`src/rtl/lut_coeff_loader_pkg.sv`:
```
// lut_coeff_loader_pkg: coefficient table geometry and loader state encoding
package lut_coeff_loader_pkg;
  localparam int LUT_BINS = 256;
  localparam int LUT_SEGMENTS = 14;
  localparam int LUT_DEPTH = LUT_BINS * LUT_SEGMENTS;
  localparam int LUT_ADDR_WIDTH = 12;
  typedef enum logic [1:0] {IDLE, LOAD, VERIFY, DONE} state_t;
endpackage

```
`src/rtl/lut_coeff_loader_read_tag_pipe.sv`:
```
// lut_read_tag_pipe: LATENCY-deep shift register of read tags (d in, q out after LATENCY clocks)
module lut_read_tag_pipe #(
  parameter int LATENCY = 1,
  parameter int WIDTH = 2
) (
  input  logic             clk,
  input  logic             rst,
  input  logic [WIDTH-1:0] d,
  output logic [WIDTH-1:0] q
);
  logic [WIDTH-1:0] sr [LATENCY];
  always_ff @(posedge clk or posedge rst) begin
    if (rst) begin
      for (int i = 0; i < LATENCY; i++) sr[i] <= '0;
    end else begin
      sr[0] <= d;
      for (int i = 1; i < LATENCY; i++) sr[i] <= sr[i-1];
    end
  end
  assign q = sr[LATENCY-1];
endmodule

```
`src/rtl/lut_coeff_loader.sv`:
```
// lut_coeff_loader: loads/verifies a coefficient memory from a valid/ready stream (start,in_*), then muxes the port to the pipeline (pipe_*); lut_* drive the memory; busy/table_valid/error/checksum report status
module lut_coeff_loader import lut_coeff_loader_pkg::*; #(
  parameter int DATA_WIDTH = 32,
  parameter int DEPTH = LUT_DEPTH,
  parameter int ADDR_WIDTH = LUT_ADDR_WIDTH,
  parameter int READ_LATENCY = 1
) (
  input  logic                  clk,
  input  logic                  rst,
  input  logic                  start,
  input  logic [DATA_WIDTH-1:0] in_data,
  input  logic                  in_valid,
  output logic                  in_ready,
  input  logic [ADDR_WIDTH-1:0] pipe_address,
  input  logic                  pipe_rden,
  output logic [DATA_WIDTH-1:0] pipe_q,
  output logic [ADDR_WIDTH-1:0] lut_address,
  output logic [DATA_WIDTH-1:0] lut_data,
  output logic                  lut_wren,
  output logic                  lut_rden,
  input  logic [DATA_WIDTH-1:0] lut_q,
  output logic                  busy,
  output logic                  table_valid,
  output logic                  error,
  output logic [DATA_WIDTH-1:0] checksum
);
  localparam logic [ADDR_WIDTH-1:0] LAST = ADDR_WIDTH'(DEPTH - 1);
  state_t state, state_nx;
  logic [ADDR_WIDTH-1:0] wr_ptr, rd_ptr, ld_address;
  logic [DATA_WIDTH-1:0] wsum, rsum, rsum_nx, ld_data;
  logic ld_wren, ld_rden, ld_last, rd_done, err;
  logic tag_valid, tag_last, accept, issue, finish, idle_or_done;
  assign idle_or_done = state == IDLE || state == DONE;
  assign accept = state == LOAD && in_valid;
  assign issue = state == VERIFY && !rd_done;
  assign finish = state == VERIFY && tag_valid && tag_last;
  assign rsum_nx = tag_valid ? rsum + lut_q : rsum;
  lut_read_tag_pipe #(.LATENCY(READ_LATENCY), .WIDTH(2)) u_tag (
    .clk(clk),
    .rst(rst),
    .d({ld_rden, ld_last}),
    .q({tag_valid, tag_last})
  );
  always_comb begin
    state_nx = state;
    case (state)
      IDLE, DONE: state_nx = start ? LOAD : state;
      LOAD: state_nx = (in_valid && wr_ptr == LAST) ? VERIFY : LOAD;
      VERIFY: state_nx = finish ? (rsum_nx == wsum ? DONE : IDLE) : VERIFY;
      default: state_nx = IDLE;
    endcase
  end
  always_ff @(posedge clk or posedge rst) begin
    if (rst) begin
      state <= IDLE;
      wr_ptr <= '0;
      rd_ptr <= '0;
      wsum <= '0;
      rsum <= '0;
      err <= 1'b0;
      rd_done <= 1'b0;
      ld_address <= '0;
      ld_data <= '0;
      ld_wren <= 1'b0;
      ld_rden <= 1'b0;
      ld_last <= 1'b0;
    end else begin
      state <= state_nx;
      ld_wren <= accept;
      ld_rden <= issue;
      ld_last <= issue && rd_ptr == LAST;
      if (accept) begin
        ld_address <= wr_ptr;
        ld_data <= in_data;
        wsum <= wsum + in_data;
        if (wr_ptr != LAST) wr_ptr <= wr_ptr + 1'b1;
      end else if (issue) begin
        ld_address <= rd_ptr;
        if (rd_ptr == LAST) rd_done <= 1'b1;
        else rd_ptr <= rd_ptr + 1'b1;
      end
      if (state == VERIFY) rsum <= rsum_nx;
      if (finish && rsum_nx != wsum) err <= 1'b1;
      if (start && idle_or_done) begin
        wr_ptr <= '0;
        rd_ptr <= '0;
        wsum <= '0;
        rsum <= '0;
        err <= 1'b0;
        rd_done <= 1'b0;
      end
    end
  end
  assign busy = !idle_or_done;
  assign in_ready = state == LOAD;
  assign table_valid = state == DONE;
  assign error = err;
  assign checksum = wsum;
  assign lut_address = busy ? ld_address : pipe_address;
  assign lut_rden = busy ? ld_rden : pipe_rden;
  assign lut_wren = busy && ld_wren;
  assign lut_data = ld_data;
  assign pipe_q = lut_q;
endmodule

```
`config.mk`:
```
export PLATFORM = sky130hd
export DESIGN_NAME = lut_coeff_loader
export DESIGN_NICKNAME = d
export VERILOG_FILES = /design/src/rtl/lut_coeff_loader_pkg.sv /design/src/rtl/lut_coeff_loader_read_tag_pipe.sv /design/src/rtl/lut_coeff_loader.sv
export SDC_FILE = /design/constraint.sdc
export NUM_CORES = 1
export LEC_CHECK = 0
export BUFFER_PORTS_ARGS = -buffer_cell sky130_fd_sc_hd__buf_2
export CORE_MARGIN = 2
export CORE_UTILIZATION = 58
export DETAILED_ROUTE_END_ITERATION = 8
export PLACE_DENSITY = 0.88
export SETUP_SLACK_MARGIN = 0.2
export SLEW_MARGIN = 20
export SYNTH_ARGS = -nofsm -noshare
export SYNTH_HDL_FRONTEND = slang
export SYNTH_HIERARCHICAL = 1
export SYNTH_SLANG_ARGS = --single-unit
```
`constraint.sdc`:
```
create_clock -name clk -period 5.71 [get_ports clk]
set_input_delay 0.571 -clock clk [delete_from_list [all_inputs] [get_ports clk]]
set_output_delay 0.571 -clock clk [all_outputs]
set_load 0.05 [all_outputs]
```
==> impl_metrics.env, run 1 <==
export IMPL_grt_pass1_wl_um=51370
export IMPL_ys_warn_count=6
export IMPL_yosysSeqAreaShare=0.3264
export IMPL_drv_slew=0
export IMPL_powerDensity_nw_per_um2=626.8
export IMPL_r2r_start="rsum[12]$_DFFE_PP0P_"
export IMPL_tns_ns=0
export IMPL_multiInputGateArea_um2=6656
export IMPL_clkPwrFrac=0.153
export IMPL_switching_power_mw=4.128
export IMPL_p_seq_frac=0.226
export IMPL_grt_max_degree=82
export IMPL_placed_cells=1663
export IMPL_slew_headroom=0.4209
export IMPL_setup_viol=0
export IMPL_first_pass_iters=5
export IMPL_fillers=1453
export IMPL_ioPinCount=195
export IMPL_cts_sinks=141
export IMPL_worstMarginPinSlew_ns=0.8686
export IMPL_drc=0
export IMPL_worstSetupPathType="reg2reg"
export IMPL_yosysTopAreaCell="dfrtp_1"
export IMPL_synth_top_flop_cell="dfrtp_1"
export IMPL_fin_skew_ns=0.01728
export IMPL_post_cts_setup_buffer_count=0
export IMPL_fp_dieH_um=140.5
export IMPL_final_cells=1695
export IMPL_rr_worst_depth=12
export IMPL_layout_min_cycle_time_ns=4.042
export IMPL_grtUsageTotal=0.3271
export IMPL_end_kind="register"
export IMPL_synth_compound_area_frac=0.1926
export IMPL_drive_gt1_frac=0.1849
export IMPL_grt_pass1_vias=10060
export IMPL_hold_ws_ns=0.009198
export IMPL_clk_latency_ns=0.45
export IMPL_synth_edf_count=0
export IMPL_htreeDepth=4
export IMPL_syn_avg_cell_area_um2=8.135
export IMPL_ff2ff_setup_slack_ns=1.67
export IMPL_die_width_um=140.5
export IMPL_async_flop_share=1.000
export IMPL_dieArea_um2=19750
export IMPL_min_period_over_period=0.7079
export IMPL_crit_arrival_ns=4.37
export IMPL_design_core_area_um2=18150
export IMPL_syn_nets=1479
export IMPL_internal_power_mw=3.539
export IMPL_leakage_nw=5.978
export IMPL_synth_mux_area_frac=0.02939
export IMPL_clockBufferDepth=2
export IMPL_power_share_switching=0.5384
export IMPL_cp_startpoint="rsum[12]$_DFFE_PP0P_"
export IMPL_hpwl_um=23430
export IMPL_final_hold_violation_count=0
export IMPL_wl_per_cell_um=19.07
export IMPL_yosysTopAreaCellShare=0.3264
export IMPL_peakVddDrop_v=0.0003957
export IMPL_area_growth_pct=13.13
export IMPL_timing_rr_end="error$_DFFE_PP0P_"
export IMPL_synthesis_area_um2=10810
export IMPL_status="completed"
export IMPL_max_cap_violations=0
export IMPL_place_gp_congestion=0.9806
export IMPL_synthXorXnorAreaFrac=0.09976
export IMPL_synthCells=1329
export IMPL_max_freq_mhz=247.4
export IMPL_ff_latch_area_um2=3528
export IMPL_via_per_inst=6.075
export IMPL_cts_tree="done"
export IMPL_port_buffers=194
export IMPL_synth_seq_cells=141
export IMPL_ant_nets=0
export IMPL_crit_end="error$_DFFE_PP0P_"
export IMPL_vias=10297
export IMPL_cts_root_buffer="clkbuf_16"
export IMPL_combPwrFrac=0.620
export IMPL_cts_made_buffers=17
export IMPL_synth_simple_area_share=0.2124
export IMPL_cts_clk_slew_worst_paths_ns=0.07
export IMPL_wl_um=32320
export IMPL_rows=49
export IMPL_crit_path_start_kind="register"
export IMPL_synth_top_family_by_area="simple AND/OR/NAND/NOR gates"
export IMPL_synth_most_common_cell="nand2_1"
export IMPL_cts_resized=0
export IMPL_start_util=0.5958
export IMPL_netlist_top_cells_area="dfrtp_1, nand2_1, ha_1, a21oi_1, xnor2_1"
export IMPL_antenna_found_initial=0
export IMPL_grt_setup_unrepaired="no"
export IMPL_hold_class="in2async"
export IMPL_grt_ovfl_total=0
export IMPL_synth_commonest_cells="nand2_1, dfrtp_1, a21oi_1"
export IMPL_drt_iter0_markers=839
export IMPL_diodes=0
export IMPL_critPathMaxFanout=9
export IMPL_synthAdderAreaFrac=0.08124
export IMPL_fin_util=0.6740
export IMPL_required_ns=6.04
export IMPL_final_nets=1603
export IMPL_cts_hold_buf=0
export IMPL_synth_cell_types=82
-- how the worst min path moves through the flow --
| stage | from | end | slack [ns] | depth (start not counted) |
|---|---|---|---|---|
| finish | rst | u_tag/q[1]$_DFF_PP0_ | 0.009 | 2 |
| global route | rst | u_tag/q[1]$_DFF_PP0_ | 0.01 | 2 |
| CTS | rst | u_tag/q[1]$_DFF_PP0_ | 0.01 | 2 |
| detailed placement | ld_last$_DFF_PP0_ | u_tag/q[0]$_DFF_PP0_ | 0.36 | 0 |
| global placement | ld_last$_DFF_PP0_ | u_tag/q[0]$_DFF_PP0_ | 0.33 | 0 |
| floorplan | rst | u_tag/q[0]$_DFF_PP0_ | 0.31 | 1 |
-- critical path, stage by stage (launching register included) --
cell and delay (ns):
dfrtp_1 0.41, ha_1 0.50, nand4_1 0.26, a211oi_1 0.36, nand3_1 0.30, a311oi_2 0.49
a2111oi_1 0.16, a211oi_2 0.26, xnor3_1 0.26, a21bo_1 0.19, nor4_1 0.21, nand4_1 0.27
a22o_1 0.25
-- logic make-up after synthesis --
group,Yosys count
XOR/XNOR,120
AO/OA/AOI/OAI,324
AND/OR/NAND/NOR,517
multiplexers,30
adder cells (fa/ha/maj),69
buffers and inverters,128
flip-flops,141
-- routing by layer --
metal  global-route usage  vias to the layer above  wire [um]
met5                    0                        -          0
met4               0.1405                        0       1178
met3              0.05197                       79       2249
met2               0.5372                      430      15130
met1               0.4314                     4905      13770
li1                     -                     4883          -
-- layout by cell type, fill, tap and decap left out, drive strengths merged, types with 18 or more instances in the layout --
| cell type | synthesis | routed |
|---|---|---|
| nand2 | 265 | 265 |
| ha | 67 | 67 |
| a211oi | 18 | 18 |
| nor2 | 103 | 103 |
| nand4 | 25 | 25 |
| o21ai | 58 | 58 |
| a21oi | 132 | 132 |
| nand3 | 26 | 26 |
| nor3 | 20 | 20 |
| clkbuf | 44 | 18 |
| xor2 | 49 | 49 |
| buf | 53 | 202 |
| xnor2 | 69 | 69 |
| dfrtp | 141 | 141 |
| inv | 31 | 39 |
| a21o | 21 | 21 |
-- cell type report --
| cell class | instances | share of cell area |
|---|---|---|
| clock inverters | 14 | 0.01381 |
| flip-flops and latches | 141 | 0.2885 |
| well taps | 229 | 0.02342 |
| multi-input cells | 1060 | 0.5442 |
| clock buffers | 18 | 0.03590 |
| inverters | 31 | 0.009922 |
| repair buffers | 202 | 0.08429 |
-- stage by stage --
stage | instance area, um^2 | total power [mW] | setup slack (ns)
floorplan | 10810 | 5.295 | 1.414
global placement | 11620 | 6.334 | 1.563
detailed placement | 11620 | 6.408 | 1.461
CTS | 12230 | 7.613 | 1.695
global route | 12230 | 8.121 | 1.317
finish | 12230 | 7.667 | 1.668
-- state kept, by name, indices dropped and copies added, names as in the netlist --
name and count:
state 2, lut_data 32, ld_address 12, ld_rden 1, rd_ptr 12, rsum 32, error 1, wr_ptr 12
u_tag/q 2, rd_done 1, ld_last 1, ld_wren 1, checksum 32
-- power groups by stage --
stage               Combinational, mW  Clock [mW]  Sequential (mW)
finish                           4.76        1.18             1.74
global route                     5.13        1.22             1.77
CTS                              4.72        1.18             1.72
detailed placement               4.68           0             1.73
global placement                 4.62           0             1.72
floorplan                        2.99           0             2.30
(Power assumes the default switching activity.)
==> inputs of run 2 (changes only) <==
Settings changed: CORE_UTILIZATION 58 to 52, PLACE_DENSITY 0.88 to 0.83.
Clock period 5.71 ns to 3.4 ns, I/O delays scaled along.
==> impl_metrics.env, run 2 (synthesis results as in run 1) <==
export IMPL_status="finished with violations"
export IMPL_violations="setup timing"
export IMPL_p_seq_frac=0.196
export IMPL_wl_um=36390
export IMPL_drv_slew=0
export IMPL_area_growth_pct=29.96
export IMPL_postPlaceCellArea_um2=12840
export IMPL_wl_per_cell_um=19.07
export IMPL_cpMostUsedCell="o21ai_4"
export IMPL_rows=52
export IMPL_cts_sinks=141
export IMPL_crit_path_start_kind="register"
export IMPL_cts_root_buffer="clkbuf_16"
export IMPL_ant_nets=0
export IMPL_switching_power_mw=7.575
export IMPL_clkPwrFrac=0.126
export IMPL_cts_made_buffers=17
export IMPL_worst_hold_startpoint="in_data[5]"
export IMPL_clk_latency_ns=0.44
export IMPL_design_core_area_um2=20300
export IMPL_worstSetupPathType="reg2reg"
export IMPL_ff2ff_setup_slack_ns=-0.11
export IMPL_final_cells=1908
export IMPL_grt_pass1_wl_um=56550
export IMPL_grt_setup_unrepaired="yes"
export IMPL_finalWorstSetupSlack_ns=-0.1093
export IMPL_combPwrFrac=0.678
export IMPL_grt_ovfl_total=0
export IMPL_htreeDepth=4
export IMPL_clockBufferDepth=2
export IMPL_port_buffers=194
export IMPL_first_pass_iters=8
export IMPL_layout_min_cycle_time_ns=3.509
export IMPL_fillers=1634
export IMPL_fin_skew_ns=0.01040
export IMPL_via_per_inst=5.872
export IMPL_start_util=0.5326
export IMPL_grt_max_degree=81
export IMPL_antenna_found_initial=0
export IMPL_dieArea_um2=21960
export IMPL_slowest_stage="or4_4"
export IMPL_internal_power_mw=6.899
export IMPL_slew_headroom=0.4417
export IMPL_max_freq_mhz=285.0
export IMPL_vias=11203
export IMPL_worstMarginPinSlew_ns=0.8374
export IMPL_placed_cells=1853
export IMPL_hold_path_end="lut_data[5]$_DFFE_PP0P_"
export IMPL_crit_arrival_ns=3.83
export IMPL_min_path_cells=3
export IMPL_r2r_start="rsum[0]$_DFFE_PP0P_"
export IMPL_cts_clk_slew_worst_paths_ns=0.07
export IMPL_timing_rr_end="error$_DFFE_PP0P_"
export IMPL_setup_viol=3
export IMPL_ioPinCount=195
export IMPL_grt_pass1_vias=10820
export IMPL_grtUsageTotal=0.3271
export IMPL_final_cell_mix="nand2_1, buf_2, buf_4"
export IMPL_rr_worst_depth=14
export IMPL_drt_iter0_markers=897
export IMPL_stdcell_area_um2=14050
export IMPL_end_kind="register"
export IMPL_path_cells="ha_2, inv_2, fa_2, nand2b_4, a21oi_4, o21ai_4, and2_4, o21ai_4, a2111oi_4, nand3b_1, or4_4, nor4_4, nand4_1, a22o_1"
export IMPL_min_period_over_period=1.032
export IMPL_final_hold_violation_count=0
export IMPL_cts_tree="done"
export IMPL_power_mw=14.47
export IMPL_die_width_um=148.2
export IMPL_fin_util=0.6922
export IMPL_drc=0
export IMPL_hpwl_um=27060
export IMPL_required_ns=3.73
export IMPL_powerDensity_nw_per_um2=1030
export IMPL_critPathMaxFanout=6
export IMPL_place_gp_congestion=0.9837
export IMPL_peakVddDrop_v=0.0006748
export IMPL_final_common_cell="nand2_1"
export IMPL_slowest_delay_ns=0.58
export IMPL_hold_class="in2reg"
export IMPL_drive_gt1_frac=0.3101
export IMPL_fp_dieH_um=148.2
export IMPL_diodes=0
export IMPL_final_nets=1775
export IMPL_power_share_switching=0.5234
export IMPL_leakage_nw=6.837
export IMPL_max_cap_violations=0
## run 2: worst max path at each step
| stage | from | endpoint |
|---|---|---|
| finish | rsum[0]$_DFFE_PP0P_ | error$_DFFE_PP0P_ |
| global route | rsum[1]$_DFFE_PP0P_ | error$_DFFE_PP0P_ |
| CTS | rsum[0]$_DFFE_PP0P_ | error$_DFFE_PP0P_ |
| detailed placement | lut_q[9] | error$_DFFE_PP0P_ |
| global placement | lut_q[9] | error$_DFFE_PP0P_ |
| floorplan | rsum[12]$_DFFE_PP0P_ | error$_DFFE_PP0P_ |
## run 2: what timing repair did
item                                   4_1_cts  5_1_grt
endpoints found under the hold margin        2        0
setup endpoints to repair                    5       12
hold buffers                                 1        0
pin swaps                                   30       28
resized for setup                           48       35
setup buffers                                9       12
## run 2: stage by stage
step           hold slack [ns]  setup WS (ns)  setup TNS [ns]
2_1_floorplan          0.08118         0.2003               0
3_3_place_gp            0.2220        -0.3548         -0.9224
3_5_place_dp            0.2234        -0.3960          -1.066
4_1_cts                 0.1158       -0.03938        -0.05981
5_1_grt                 0.1179        -0.2280         -0.6019
6_report                0.1187        -0.1093         -0.2230
## run 2: layout make-up
class                      count  area, um^2  share of cell area
tap                          270       337.8             0.02404
multi-input combinational   1060        7119              0.5067
clock buffer                  18       429.2             0.03054
inverter                      31       120.1            0.008549
clock inverter                14       128.9            0.009172
sequential                   141        3535              0.2516
timing repair buffer         374        2381              0.1695
## run 2: power groups by stage
| stage | Sequential, mW | Combinational (mW) | Clock, mW |
|---|---|---|---|
| floorplan | 3.87 | 5.06 | 0 |
| CTS | 2.79 | 9.47 | 1.83 |
| detailed placement | 2.78 | 9.16 | 0 |
| finish | 2.83 | 9.82 | 1.82 |
| global placement | 2.76 | 9.03 | 0 |
| global route | 2.88 | 10.5 | 1.91 |
## run 2: critical path, delay by kind of cell (launching register included)
kind / cells / cell delay (ns)
simple gates: 6 / 1.65
compound gates: 5 / 0.81
fa+ha+maj: 2 / 0.54
flops: 1 / 0.36
buf+inv: 1 / 0.04
## run 2: per-layer routing
metal  vias to the layer above  GRT usage  wire, um
li1                       5214          -         -
met1                      5362     0.4315     14960
met2                       530     0.5375     17260
met3                        97    0.05000      2798
met4                         0     0.1395      1375
met5                         -          0         0
==> inputs of run 3 (changes only) <==
Settings changed: MAX_ROUTING_LAYER set to met4, PLACE_DENSITY 0.83 to unset, PLACE_DENSITY_LB_ADDON set to 0.3.
==> impl_metrics.env, run 3 (synthesis results as in run 1) <==
export IMPL_place_gp_congestion=1.011
export IMPL_switching_power_mw=7.684
export IMPL_status="finished with violations"
export IMPL_grt_max_degree=84
export IMPL_diodes=0
export IMPL_cts_root_buffer="clkbuf_16"
export IMPL_drive_gt1_frac=0.3275
export IMPL_design_core_area_um2=20300
export IMPL_dieArea_um2=21960
export IMPL_wl_um=36750
export IMPL_grt_setup_unrepaired="yes"
export IMPL_crit_arrival_ns=3.82
export IMPL_cts_made_buffers=17
export IMPL_multiInputGateArea_um2=7276
export IMPL_p_seq_frac=0.188
export IMPL_final_common_cell="nand2_1"
export IMPL_peakVddDrop_v=0.0007371
export IMPL_postPlaceCellArea_um2=13010
export IMPL_drt_iter0_markers=780
export IMPL_critPathMaxFanout=5
export IMPL_crit_path_start_kind="register"
export IMPL_final_hold_violation_count=0
export IMPL_end_kind="register"
export IMPL_stdcell_area_um2=14470
export IMPL_clk_latency_ns=0.44
export IMPL_fin_skew_ns=0.01703
export IMPL_first_pass_iters=5
export IMPL_placed_cells=1873
export IMPL_clockBufferDepth=2
export IMPL_drc=0
export IMPL_fillers=1637
export IMPL_via_per_inst=5.753
export IMPL_met1_usage=0.4507
export IMPL_die_width_um=148.2
export IMPL_slew_headroom=0.4413
export IMPL_ioPinCount=195
export IMPL_final_cells=1931
export IMPL_cts_tree="done"
export IMPL_drv_slew=0
export IMPL_grt_pass1_wl_um=56810
export IMPL_min_period_over_period=1.031
export IMPL_busiest_layer="met2"
export IMPL_max_freq_mhz=285.3
export IMPL_rows=52
export IMPL_setup_viol=3
export IMPL_power_mw=15.05
export IMPL_internal_power_mw=7.366
export IMPL_ff_latch_area_um2=3533
export IMPL_start_util=0.5326
export IMPL_clkPwrFrac=0.139
export IMPL_htreeDepth=4
export IMPL_vias=11110
export IMPL_worstSetupPathType="reg2reg"
export IMPL_finalWorstSetupSlack_ns=-0.1051
export IMPL_leakage_nw=7.015
export IMPL_required_ns=3.71
export IMPL_use_met3=0.04294
export IMPL_grt_use_met2=0.5442
export IMPL_power_share_switching=0.5105
export IMPL_fin_util=0.7129
export IMPL_grt_pass1_vias=10668
export IMPL_worstMarginPinSlew_ns=0.8381
export IMPL_ant_nets=0
export IMPL_final_cell_mix="nand2_1, buf_2, buf_4"
export IMPL_wl_per_cell_um=19.03
export IMPL_combPwrFrac=0.674
export IMPL_hold_class="in2reg"
export IMPL_layout_min_cycle_time_ns=3.505
export IMPL_cts_clk_slew_worst_paths_ns=0.07
export IMPL_port_buffers=194
export IMPL_area_growth_pct=33.85
export IMPL_fp_dieH_um=148.2
export IMPL_antenna_found_initial=0
export IMPL_cts_sinks=141
export IMPL_violations="setup timing"
export IMPL_powerDensity_nw_per_um2=1040
export IMPL_max_cap_violations=0
export IMPL_grtUsageTotal=0.3387
export IMPL_hpwl_um=27640
export IMPL_final_nets=1798
export IMPL_grt_ovfl_total=0
==> run 3: final cells by class <==
type | count | share of cell area
multi-input combinational | 1060 | 0.5028
sequential | 141 | 0.2442
timing repair buffer | 397 | 0.1772
clock buffer | 20 | 0.03225
tap | 270 | 0.02334
clock inverter | 12 | 0.01193
inverter | 31 | 0.008300
==> run 3: final timing paths <==
check | from | to | slack (ns) | cells past startpoint
worst min-delay path | in_data[9] | lut_data[9]$_DFFE_PP0P_ | 0.12 | 3
worst max-delay path | rsum[2]$_DFFE_PP0P_ | error$_DFFE_PP0P_ | -0.11 | 14
max in group asynchronous | rst | checksum[11]$_DFFE_PP0P_ | 1.96 | 4
worst min register to register | ld_last$_DFF_PP0_ | u_tag/q[0]$_DFF_PP0_ | 0.36 | 0
worst max register to register | rsum[2]$_DFFE_PP0P_ | error$_DFFE_PP0P_ | -0.11 | 14
min in group asynchronous | rst | u_tag/q[0]$_DFF_PP0_ | 0.33 | 3
==> run 3: layer usage <==
metal,vias to the layer above,share of wire
li1,5254,-
met2,408,0.47
met5,-,0
met1,5391,0.44
met3,57,0.066
met4,0,0.027
==> run 3: worst max-delay path, stage by stage, from the launching register on <==
cell	delay, ns
dfrtp_1	0.40
ha_1	0.23
buf_4	0.15
nor2_1	0.16
a21oi_4	0.11
o21a_2	0.26
buf_6	0.12
or4_4	0.50
a31oi_4	0.21
xnor2_1	0.09
a211oi_1	0.20
nand4_1	0.19
nor4_4	0.32
nand4_1	0.20
a22o_1	0.24
==> run 3: metrics by stage <==
step / setup WS, ns / TNS (ns) / hold WS [ns]
5_1_grt: -0.2061 / -0.4992 / 0.1420
2_1_floorplan: 0.2003 / 0 / 0.08118
4_1_cts: -0.08213 / -0.1273 / 0.1241
3_5_place_dp: -0.5688 / -1.574 / 0.2225
6_report: -0.1051 / -0.1720 / 0.1237
3_3_place_gp: -0.5447 / -1.502 / 0.2229
==> run 3: what timing repair did <==
item	CTS	global route
gates resized for setup	72	39
buffers inserted	11	14
pin swaps	37	29
hold buffers	1	0
endpoints found under the setup margin	5	10
endpoints found under the hold margin	2	0
==> run 3: power groups by stage <==
stage / clock network [mW] / logic, mW / registers (mW)
2_1_floorplan: 0 / 5.06 / 3.87
3_3_place_gp: 0 / 9.20 / 2.76
3_5_place_dp: 0 / 9.30 / 2.78
4_1_cts: 2.09 / 9.75 / 2.79
5_1_grt: 2.16 / 10.8 / 2.87
6_report: 2.09 / 10.1 / 2.82
